**config.mk**
```make
export PLATFORM = sky130hd
export DESIGN_NAME = ma_stage_flat
export DESIGN_NICKNAME = d
export VERILOG_FILES = /design/src/rtl/ma_stage_pkg.sv /design/src/rtl/ma_stage_if.sv /design/src/rtl/ma_stage_ld_align.sv /design/src/rtl/ma_stage.sv /design/src/flat_wrapper.sv
export SDC_FILE = /design/constraint.sdc
export NUM_CORES = 1
export LEC_CHECK = 0
export CAP_MARGIN = 20
export CELL_PAD_IN_SITES_DETAIL_PLACEMENT = 1
export CELL_PAD_IN_SITES_GLOBAL_PLACEMENT = 2
export CORE_ASPECT_RATIO = 1.1
export CORE_MARGIN = 1.5
export CORE_UTILIZATION = 29
export DETAILED_ROUTE_END_ITERATION = 10
export HOLD_SLACK_MARGIN = 0.02
export PLACE_DENSITY_LB_ADDON = 0.1
export SLEW_MARGIN = 0
export SYNTH_ARGS = -nofsm -noshare
export SYNTH_HDL_FRONTEND = slang
export SYNTH_SLANG_ARGS = --single-unit
```
**constraint.sdc**
```tcl
create_clock -name clk -period 3.34 [get_ports clk]
set_input_delay 0.668 -clock clk [delete_from_list [all_inputs] [get_ports clk]]
set_output_delay 0.668 -clock clk [all_outputs]
set_load 0.005 [all_outputs]
```
**src/rtl/ma_stage_pkg.sv**
```systemverilog
// +----------------------------------------------------------------------+
// | ma_stage_pkg : funct3 codes, byte enables and FSM encoding (rev 1.0)  |
// +----------------------------------------------------------------------+
`default_nettype none

package ma_stage_pkg;

  localparam logic [2:0] c_LB  = 3'b000;
  localparam logic [2:0] c_LH  = 3'b001;
  localparam logic [2:0] c_LW  = 3'b010;
  localparam logic [2:0] c_LBU = 3'b100;
  localparam logic [2:0] c_LHU = 3'b101;
  localparam logic [2:0] c_SB  = 3'b000;
  localparam logic [2:0] c_SH  = 3'b001;
  localparam logic [2:0] c_SW  = 3'b010;

  localparam logic [3:0] c_BE_ALL = 4'b1111;
  localparam logic [3:0] c_BE_LO  = 4'b0011;
  localparam logic [3:0] c_BE_HI  = 4'b1100;
  localparam logic [3:0] c_BE_B0  = 4'b0001;

  typedef enum logic [1:0] {
    ST_IDLE  = 2'd0,
    ST_WAIT  = 2'd1,
    ST_DONE  = 2'd2,
    ST_DRAIN = 2'd3
  } ma_state_e;

  // Unknown funct3 codes are never flagged; they behave as word accesses.
  function automatic logic is_misaligned(input logic [2:0] code, input logic [1:0] adr_lo);
    return (((code == c_LH) || (code == c_LHU)) && adr_lo[0]) ||
           ((code == c_LW) && (adr_lo != 2'b00));
  endfunction

endpackage

`default_nettype wire

```
**src/rtl/ma_stage_if.sv**
```systemverilog
// +----------------------------------------------------------------------+
// | ma_stage_if : req/ack data-memory bus between MA stage and memory     |
// | rev 1.0                                                               |
// +----------------------------------------------------------------------+
`default_nettype none

interface ma_stage_if #(
  parameter int ADR_W = 30
);
  logic             d_req;
  logic             d_we;
  logic [ADR_W-1:0] d_adr;
  logic [3:0]       d_be;
  logic [31:0]      d_wdata;
  logic [31:0]      d_rdata;
  logic             d_ack;

  modport master (
    output d_req, d_we, d_adr, d_be, d_wdata,
    input  d_rdata, d_ack
  );

  modport slave (
    input  d_req, d_we, d_adr, d_be, d_wdata,
    output d_rdata, d_ack
  );
endinterface

`default_nettype wire

```
**src/rtl/ma_stage_ld_align.sv**
```systemverilog
// +----------------------------------------------------------------------+
// | ma_stage_ld_align : load lane select and sign/zero extension (rev 1.0)|
// +----------------------------------------------------------------------+
`default_nettype none

module ma_stage_ld_align
  import ma_stage_pkg::*;
(
  input  logic [31:0] rdata,
  input  logic [1:0]  adr_lo,
  input  logic [2:0]  code,
  output logic [31:0] data
);

  logic [7:0]  w_byte;
  logic [15:0] w_half;

  always_comb begin
    case (adr_lo)
      2'd0:    w_byte = rdata[7:0];
      2'd1:    w_byte = rdata[15:8];
      2'd2:    w_byte = rdata[23:16];
      default: w_byte = rdata[31:24];
    endcase
    w_half = adr_lo[1] ? rdata[31:16] : rdata[15:0];
    case (code)
      c_LB:    data = {{24{w_byte[7]}}, w_byte};
      c_LH:    data = {{16{w_half[15]}}, w_half};
      c_LBU:   data = {24'd0, w_byte};
      c_LHU:   data = {16'd0, w_half};
      default: data = rdata;
    endcase
  end

endmodule

`default_nettype wire

```
**src/rtl/ma_stage.sv**
```systemverilog
// +----------------------------------------------------------------------+
// | ma_stage : RV32I memory-access stage with WB/WB2 registers (rev 1.0)  |
// +----------------------------------------------------------------------+
`default_nettype none

module ma_stage
  import ma_stage_pkg::*;
#(
  parameter int ADR_W = 30
) (
  input  logic        clk,
  input  logic        rst,
  input  logic        cmd_ld_ma,
  input  logic        cmd_st_ma,
  input  logic [4:0]  rd_adr_ma,
  input  logic [31:0] rd_data_ma,
  input  logic        wbk_rd_reg_ma,
  input  logic [31:0] st_data_ma,
  input  logic [2:0]  ldst_code_ma,
  input  logic        stall,
  input  logic        rst_pipe,
  ma_stage_if.master  dbus,
  output logic        ma_stall,
  output logic        misalign_ma,
  output logic [4:0]  rd_adr_wb,
  output logic [31:0] wbk_data_wb,
  output logic        wbk_rd_reg_wb,
  output logic [4:0]  rd_adr_wb2,
  output logic [31:0] wbk_data_wb2,
  output logic        wbk_rd_reg_wb2
);

  ma_state_e        state_q, state_d;
  logic [ADR_W-1:0] adr_q, adr_d;
  logic [3:0]       be_q, be_d;
  logic             we_q, we_d;
  logic [31:0]      wdata_q, wdata_d;
  logic [31:0]      rdata_q, rdata_d;
  logic [2:0]       code_q, code_d;
  logic [1:0]       adr_lo_q, adr_lo_d;
  logic [4:0]       rd_adr_wb_q, rd_adr_wb_d, rd_adr_wb2_q, rd_adr_wb2_d;
  logic [31:0]      wbk_data_wb_q, wbk_data_wb_d, wbk_data_wb2_q, wbk_data_wb2_d;
  logic             wbk_rd_reg_wb_q, wbk_rd_reg_wb_d, wbk_rd_reg_wb2_q, wbk_rd_reg_wb2_d;

  logic        w_mem, w_mis, w_idle, w_issue, w_pending;
  logic [3:0]  w_be;
  logic [31:0] w_wdata, w_ld_data;

  assign w_mem     = cmd_ld_ma | cmd_st_ma;
  assign w_mis     = is_misaligned(ldst_code_ma, rd_data_ma[1:0]);
  assign w_idle    = (state_q == ST_IDLE);
  assign w_issue   = w_idle & w_mem & ~w_mis & ~rst_pipe;
  assign w_pending = (state_q == ST_WAIT) | (state_q == ST_DRAIN);

  assign ma_stall    = w_issue | w_pending;
  assign misalign_ma = w_idle & w_mem & w_mis;

  always_comb begin
    w_be    = c_BE_ALL;
    w_wdata = st_data_ma;
    if (cmd_st_ma) begin
      case (ldst_code_ma)
        c_SB: begin
          w_be    = c_BE_B0 << rd_data_ma[1:0];
          w_wdata = {4{st_data_ma[7:0]}};
        end
        c_SH: begin
          w_be    = rd_data_ma[1] ? c_BE_HI : c_BE_LO;
          w_wdata = {2{st_data_ma[15:0]}};
        end
        default: ;
      endcase
    end
  end

  // Fields come straight from MA on the issue cycle, then from the latched
  // copy so a flush cannot disturb an outstanding request.
  assign dbus.d_req   = w_issue | w_pending;
  assign dbus.d_adr   = w_issue ? rd_data_ma[31 -: ADR_W] : (w_pending ? adr_q : '0);
  assign dbus.d_be    = w_issue ? w_be : (w_pending ? be_q : 4'd0);
  assign dbus.d_we    = w_issue ? cmd_st_ma : (w_pending & we_q);
  assign dbus.d_wdata = w_issue ? w_wdata : (w_pending ? wdata_q : 32'd0);

  ma_stage_ld_align u_ld_align (
    .rdata  (rdata_q),
    .adr_lo (adr_lo_q),
    .code   (code_q),
    .data   (w_ld_data)
  );

  always_comb begin
    state_d  = state_q;
    rdata_d  = rdata_q;
    adr_d    = adr_q;
    be_d     = be_q;
    we_d     = we_q;
    wdata_d  = wdata_q;
    code_d   = code_q;
    adr_lo_d = adr_lo_q;
    if (w_issue) begin
      adr_d    = rd_data_ma[31 -: ADR_W];
      be_d     = w_be;
      we_d     = cmd_st_ma;
      wdata_d  = w_wdata;
      code_d   = ldst_code_ma;
      adr_lo_d = rd_data_ma[1:0];
    end
    case (state_q)
      ST_IDLE: begin
        if (w_issue) begin
          if (dbus.d_ack) begin
            state_d = ST_DONE;
            rdata_d = dbus.d_rdata;
          end else begin
            state_d = ST_WAIT;
          end
        end
      end
      ST_WAIT: begin
        // An ack coinciding with a flush completes the bus cycle but the data is dropped.
        if (dbus.d_ack) begin
          state_d = rst_pipe ? ST_IDLE : ST_DONE;
          rdata_d = dbus.d_rdata;
        end else if (rst_pipe) begin
          state_d = ST_DRAIN;
        end
      end
      ST_DONE: begin
        if (rst_pipe || !stall) state_d = ST_IDLE;
      end
      ST_DRAIN: begin
        if (dbus.d_ack) state_d = ST_IDLE;
      end
      default: state_d = ST_IDLE;
    endcase
  end

  always_comb begin
    rd_adr_wb_d      = rd_adr_wb_q;
    wbk_data_wb_d    = wbk_data_wb_q;
    wbk_rd_reg_wb_d  = wbk_rd_reg_wb_q;
    rd_adr_wb2_d     = rd_adr_wb2_q;
    wbk_data_wb2_d   = wbk_data_wb2_q;
    wbk_rd_reg_wb2_d = wbk_rd_reg_wb2_q;
    if (rst_pipe) begin
      rd_adr_wb_d      = 5'd0;
      wbk_data_wb_d    = 32'd0;
      wbk_rd_reg_wb_d  = 1'b0;
      rd_adr_wb2_d     = 5'd0;
      wbk_data_wb2_d   = 32'd0;
      wbk_rd_reg_wb2_d = 1'b0;
    end else if (!stall) begin
      rd_adr_wb_d      = rd_adr_ma;
      wbk_data_wb_d    = cmd_ld_ma ? w_ld_data : rd_data_ma;
      wbk_rd_reg_wb_d  = wbk_rd_reg_ma & ~misalign_ma;
      rd_adr_wb2_d     = rd_adr_wb_q;
      wbk_data_wb2_d   = wbk_data_wb_q;
      wbk_rd_reg_wb2_d = wbk_rd_reg_wb_q;
    end
  end

  always_ff @(posedge clk) begin
    if (rst) begin
      state_q          <= ST_IDLE;
      adr_q            <= '0;
      be_q             <= 4'd0;
      we_q             <= 1'b0;
      wdata_q          <= 32'd0;
      rdata_q          <= 32'd0;
      code_q           <= 3'd0;
      adr_lo_q         <= 2'd0;
      rd_adr_wb_q      <= 5'd0;
      wbk_data_wb_q    <= 32'd0;
      wbk_rd_reg_wb_q  <= 1'b0;
      rd_adr_wb2_q     <= 5'd0;
      wbk_data_wb2_q   <= 32'd0;
      wbk_rd_reg_wb2_q <= 1'b0;
    end else begin
      state_q          <= state_d;
      adr_q            <= adr_d;
      be_q             <= be_d;
      we_q             <= we_d;
      wdata_q          <= wdata_d;
      rdata_q          <= rdata_d;
      code_q           <= code_d;
      adr_lo_q         <= adr_lo_d;
      rd_adr_wb_q      <= rd_adr_wb_d;
      wbk_data_wb_q    <= wbk_data_wb_d;
      wbk_rd_reg_wb_q  <= wbk_rd_reg_wb_d;
      rd_adr_wb2_q     <= rd_adr_wb2_d;
      wbk_data_wb2_q   <= wbk_data_wb2_d;
      wbk_rd_reg_wb2_q <= wbk_rd_reg_wb2_d;
    end
  end

  assign rd_adr_wb      = rd_adr_wb_q;
  assign wbk_data_wb    = wbk_data_wb_q;
  assign wbk_rd_reg_wb  = wbk_rd_reg_wb_q;
  assign rd_adr_wb2     = rd_adr_wb2_q;
  assign wbk_data_wb2   = wbk_data_wb2_q;
  assign wbk_rd_reg_wb2 = wbk_rd_reg_wb2_q;

endmodule

`default_nettype wire

```
**src/flat_wrapper.sv**
```systemverilog
// flat-port wrapper written by rule: the top's interface ports become plain ports
module ma_stage_flat import ma_stage_pkg::*;
#(
  parameter int ADR_W = 30
)
  (clk, rst, cmd_ld_ma, cmd_st_ma, rd_adr_ma, rd_data_ma, wbk_rd_reg_ma, st_data_ma, ldst_code_ma, stall, rst_pipe, ma_stall, misalign_ma, rd_adr_wb, wbk_data_wb, wbk_rd_reg_wb, rd_adr_wb2, wbk_data_wb2, wbk_rd_reg_wb2, dbus_d_req, dbus_d_we, dbus_d_adr, dbus_d_be, dbus_d_wdata, dbus_d_rdata, dbus_d_ack);
  ma_stage_if #(.ADR_W(ADR_W)) dbus_i ();
  input  logic clk;
  input  logic rst;
  input  logic cmd_ld_ma;
  input  logic cmd_st_ma;
  input  logic [4:0] rd_adr_ma;
  input  logic [31:0] rd_data_ma;
  input  logic wbk_rd_reg_ma;
  input  logic [31:0] st_data_ma;
  input  logic [2:0] ldst_code_ma;
  input  logic stall;
  input  logic rst_pipe;
  output logic ma_stall;
  output logic misalign_ma;
  output logic [4:0] rd_adr_wb;
  output logic [31:0] wbk_data_wb;
  output logic wbk_rd_reg_wb;
  output logic [4:0] rd_adr_wb2;
  output logic [31:0] wbk_data_wb2;
  output logic wbk_rd_reg_wb2;
  output wire logic [$bits(dbus_i.d_req)-1:0] dbus_d_req;
  output wire logic [$bits(dbus_i.d_we)-1:0] dbus_d_we;
  output wire logic [$bits(dbus_i.d_adr)-1:0] dbus_d_adr;
  output wire logic [$bits(dbus_i.d_be)-1:0] dbus_d_be;
  output wire logic [$bits(dbus_i.d_wdata)-1:0] dbus_d_wdata;
  input wire logic [$bits(dbus_i.d_rdata)-1:0] dbus_d_rdata;
  input wire logic [$bits(dbus_i.d_ack)-1:0] dbus_d_ack;
  assign dbus_d_req = dbus_i.d_req;
  assign dbus_d_we = dbus_i.d_we;
  assign dbus_d_adr = dbus_i.d_adr;
  assign dbus_d_be = dbus_i.d_be;
  assign dbus_d_wdata = dbus_i.d_wdata;
  assign dbus_i.d_rdata = dbus_d_rdata;
  assign dbus_i.d_ack = dbus_d_ack;
  ma_stage #(.ADR_W(ADR_W)) u_core (.clk(clk), .rst(rst), .cmd_ld_ma(cmd_ld_ma), .cmd_st_ma(cmd_st_ma), .rd_adr_ma(rd_adr_ma), .rd_data_ma(rd_data_ma), .wbk_rd_reg_ma(wbk_rd_reg_ma), .st_data_ma(st_data_ma), .ldst_code_ma(ldst_code_ma), .stall(stall), .rst_pipe(rst_pipe), .dbus(dbus_i), .ma_stall(ma_stall), .misalign_ma(misalign_ma), .rd_adr_wb(rd_adr_wb), .wbk_data_wb(wbk_data_wb), .wbk_rd_reg_wb(wbk_rd_reg_wb), .rd_adr_wb2(rd_adr_wb2), .wbk_data_wb2(wbk_data_wb2), .wbk_rd_reg_wb2(wbk_rd_reg_wb2));
endmodule
```
# == After elaboration in Yosys (flattened, before gate mapping) ==
# Cells that the tools add are included.
# W data, S select, Z words.
# op_classes
n_mux,27
n_bitwise,12
shifts,1
reduce_logical,15
eq_ne,15
# op_table
cell,n
$mux W32,6
$pmux W32 S2,2
$pmux W32 S4,1
$mux W30,2
$pmux W8 S3,1
$mux W16,1
$mux W4,4
$mux W2,7
$eq A3 B3 Y1 const B,3
$pmux W2 S4,1
$pmux W4 S2,1
$and A1 B1 Y1,6
$eq A2 B2 Y1 const B,3
$eq A3 B1 Y1 const B,2
$logic_not A3 Y1,2
$eq A2 B1 Y1 const B,2
$logic_not A2 Y1,2
$ne A2 B2 Y1 const B,2
$reduce_and A4 Y1,1
$reduce_bool A2 Y1,2
$shl A1 B2 Y4 const A,1
$eq A3 B2 Y1 const B,1
$logic_or A1 B1 Y1,3
$ne A3 B3 Y1 const B,1
other kinds (8),13
# totals
input_bits,112
reg_bits,182
wordCells,84

# == Longest topological paths before layout ==
# logic_depth
word_depth,9
ltp_mapped,7
depth_no_buf,4

# == Modules after synthesis ==
# A second synthesis with hierarchy kept.
# unflattened
cells_unflattened,1321
hier_area_um2,10127.2
# by_module_without_submodules
mod,area_each_um2,instances,cells_each
ma_stage,9404.0,1,1190
ma_stage_ld_align,723.2,1,131

# == Least setup slack after synthesis ==
# OpenSTA, ideal clock, no wires.
# synth_timing
path_type,input to output
start,input port ldst_code_ma[0]
end,output port dbus_d_be[2]
slack_ns,0.810
arrival_ns,1.862
path_stages,5
cell_sequence,buf_2 > o41a_1 > nand2_1 > clkbuf_1 > o21ai_1
# synth_via
elab_chain_cells,8
word_cells_on_any_way,14
# synth_lines
item,line_no,source
start: declaration,flat_wrapper.sv:16,input logic [2:0] ldst_code_ma;
$eq A3 B1 Y1 or $eq A3 B3 Y1 (tied branches),"ma_stage_pkg.sv:31, ma_stage.sv:62",
$logic_or A1 B1 Y1,ma_stage_pkg.sv:31,return (((code == c_LH) || (code == c_LHU)) && adr_lo[0]) ||
$logic_and A1 B1 Y1,ma_stage_pkg.sv:31,
$logic_or A1 B1 Y1,ma_stage_pkg.sv:31,
$not A1 Y1,ma_stage.sv:52,assign w_issue = w_idle & w_mem & ~w_mis & ~rst_pipe;
$and A1 B1 Y1 (2 in series),ma_stage.sv:52,
$mux W4 (*),ma_stage.sv:80,assign dbus.d_be = w_issue ? w_be : (w_pending ? be_q : 4'd0);
end: declaration,flat_wrapper.sv:30,output wire logic [$bits(dbus_i.d_be)-1:0] dbus_d_be;
# Mark *: on every way between the ends. The rest lies on a longest branch, timed or not.

# == Worst setup path after layout ==
# layout_timing
start,input port ldst_code_ma[0]
end,output port dbus_d_adr[26]
# layout_via
elab_chain_cells,8
word_cells_on_any_way,11
# layout_lines
item,line_no,source
$eq A3 B1 Y1 or $eq A3 B3 Y1 (tied branches),ma_stage_pkg.sv:31,
$logic_or A1 B1 Y1,ma_stage_pkg.sv:31,
$logic_and A1 B1 Y1,ma_stage_pkg.sv:31,
$logic_or A1 B1 Y1 (*),ma_stage_pkg.sv:31,
$not A1 Y1 (*),ma_stage.sv:52,
$and A1 B1 Y1 (*) (2 in series),ma_stage.sv:52,
$mux W30 (*),ma_stage.sv:79,assign dbus.d_adr = w_issue ? rd_data_ma[31 -: ADR_W] : (w_pending ? adr_q : '0);
end: declaration,flat_wrapper.sv:29,output wire logic [$bits(dbus_i.d_adr)-1:0] dbus_d_adr;
# Marks and branches as above.

==> metrics.txt <==
Die Footprint=34200 µm²; Cell Pwr Density=428 nW/µm²; Die H=194 µm; Synth Register Bits=182; fill count=3900; worst reg2reg path depth=4; Port Buffer Count=257; CTS hold repair buffers=0; nature of the critical path startpoint=primary input; Detailed Route WL=40.6 mm; vias in the first global route=10400; worst-path cell chain=clkdlybuf4s50_1 -> o41a_2 -> buf_12 -> nand3_1 -> nand2_1 -> clkdlybuf4s50_1; asr flop ratio synth=0%; Initial Util=29.6%; H-tree lvl count=4; DR pass1 iterations=4; CTS tree=built; register area share after synthesis=37.9%; Worst Max-Slew Pin Slew=0.951 ns; status=finished, final reports clean; RD Place Congestion=0.787; worst reg-to-reg setup slack=0.86 ns; design area=13600 µm²; clk slew on worst S/H paths=0.08 ns; Crit Reg-Reg Startpoint=u_core.adr_lo_q[1]$_SDFFE_PP0P_; HP Class=reg2reg; Post-Synthesis Cell Area=9610 µm²; Max Freq=304 MHz; Yosys top cell by area=dfxtp_1; HPWL Detailed=28.1 mm; Via Count=10400; Hold Crit Start=u_core.wdata_q[25]$_SDFFE_PP0P_; Synth Area per Inst=7.53 µm²; Post-Place Cell Area=12800 µm²; critical path class=in2out; CTS Buf Count=17; top post-synthesis cells by area=dfxtp_1, nand2_1, mux2i_1; Clock Sinks=182; Final Core Density=41.9%; num ports=258; worst setup margin=0.0483 ns; post-CTS setup buffers=0; Final Hold Viols=0; Leakage=5.00 nW; Root Driver=clkbuf_16; clock buffer depth=2; Via-to-Cell Ratio=5.37; count leader, synth=nand2_1; Max Cap Viol=0; Core Region=32500 µm²; max incr delay on CP=0.59 ns; Clock Skews=0.0166 ns; max-slew violations=0; CP max stage cell=o41a_2; post-synth top area share=37.9%; largest net degree at the start of global routing=90; Place WS=-0.0881 ns; Setup violations, final=0; Synthesized Nets=1388; CP Data Required Time=2.67 ns; ys flop type=dfxtp_1; Overflow after GRT=0; Post-synth EDFFs=0; Synth-to-Final Area Change=41.6%; drt first-iter violations=568; most used cell along the critical path=clkdlybuf4s50_1; GRT Total Usage=23.5%; Overall Power=5.82 mW; RSZ-0062 raised after global routing=true; drt drc=0; relative slew slack=36.6%; R2R Path End=u_core.wbk_data_wb[29]$_SDFFE_PP0N_; Netlist cell types=48; global-route wire length before repair=62.5 mm; Final Critical Period=3.29 ns; chip width=177 µm; # rows=69; synth cell count leaders=nand2_1, dfxtp_1, nand3_1, clkbuf_1; Sequential Area=3650 µm²; synth warn=0; routed len/inst=21.0 µm; CP startpoint=ldst_code_ma[0]; initial antenna violation count=4; worst setup path endpoint=dbus_d_adr[26]; Worst Setup End Kind=output pin; Routed Antenna Nets=0; Skew-Pair Late Insertion Delay=0.45 ns; footprint of the multi-input gates=5500 µm²; synthesized instance count=1276; Total Nets Final=1601; Final Cycle Share=98.6%; layout cells sized above 1=9.25%; CP Max Fanout=33; CP Data Arrival Time=2.62 ns; VDD IR max=0.000275 V
==> layout make-up <==
cell class / instances / share of cell area [%]
diodes: 1 / 0.0184
clock inverters: 15 / 1.54
inverters: 13 / 0.359
multi-input cells: 944 / 40.4
flip-flops and latches: 182 / 26.8
clock buffers: 17 / 3.13
repair buffers: 331 / 23.8
well taps: 426 / 3.92
==> metal layers <==
layer	routed length, µm	track usage (%)
met1	18000	29.8
met2	19300	38.8
met3	2310	6.04
met4	956	7.16
met5	26	0
==> power by group <==
part,switching (mW),leakage [nW],total (mW),internal [mW]
logic,0.668,3.21,1.23,0.563
clock network,1.08,0.301,2.17,1.09
registers,0.117,1.49,2.41,2.30
==> metrics by stage <==
| stage | hold slack, ns | cells | setup TNS, ns |
|---|---|---|---|
| after global routing | 0.503 | 1928 | -0.0823 |
| after CTS | 0.482 | 1928 | 0 |
| after floorplan | 0.450 | 1276 | 0 |
| after detailed placement | 0.470 | 1896 | -1.20 |
| after global placement | 0.460 | 1896 | -0.549 |
| final | 0.482 | 1929 | 0 |
==> cell families after synthesis <==
logic type / Yosys count / synth area share [%]
buffers and inverters: 150 / 6.22
AO/OA/AOI/OAI: 334 / 21.4
XOR/XNOR: 1 / 0.0912
multiplexers: 77 / 8.17
AND/OR/NAND/NOR: 532 / 26.2
flip-flops: 182 / 37.9
==> layout by cell type, fill, tap and decap left out, types with 17 or more instances in the layout <==
cell type	count
clkdlybuf4s50_1	243
nand2_1	188
dfxtp_1	181
nand3_1	106
a21oi_1	94
o21ai_0	92
nor2_1	80
buf_4	67
mux2i_1	59
nor3_1	56
nor3b_1	55
a31oi_1	33
a211oi_1	27
a2111oi_0	23
o21ai_1	21
clkbuf_16	17
==> how the worst min path moves through the flow <==
stage | to | cells past startpoint | slack (ns)
3_3_place_gp | u_core.adr_q[22]$_SDFFE_PP0P_ | 2 | 0.46
2_1_floorplan | u_core.wdata_q[15]$_SDFFE_PP0P_ | 2 | 0.45
4_1_cts | u_core.adr_q[14]$_SDFFE_PP0P_ | 2 | 0.48
5_1_grt | u_core.adr_q[3]$_SDFFE_PP0P_ | 2 | 0.50
6_report | u_core.wdata_q[25]$_SDFFE_PP0P_ | 2 | 0.48
3_5_place_dp | u_core.adr_q[14]$_SDFFE_PP0P_ | 2 | 0.47
==> critical path: cells and delay by family <==
family | cells | cell delay (ns)
AND/OR/NAND/NOR | 2 | 0.22
buffers and inverters | 3 | 1.13
AO/OA/AOI/OAI | 1 | 0.59
==> sequential cells by signal, indices dropped and copies added, names as in the netlist, 2 cells and up <==
name and cells:
u_core.code_q 3, u_core.be_q 4, u_core.adr_lo_q 2, u_core.wbk_data_wb 32, u_core.rdata_q 32, u_core.rd_adr_wb 5
u_core.adr_q 30, u_core.state_q 2, u_core.wbk_data_wb2 32, u_core.wdata_q 32, u_core.rd_adr_wb2 5
==> timing repair <==
| action | CTS | global route |
|---|---|---|
| setup endpoints to repair | 43 | 38 |
| endpoints found under the hold margin | 0 | 0 |
| gates resized for setup | 17 | 19 |
| gates cloned | 0 | 0 |
| pin swaps | 0 | 1 |
No activity file was read; power rests on OpenSTA's default activity.
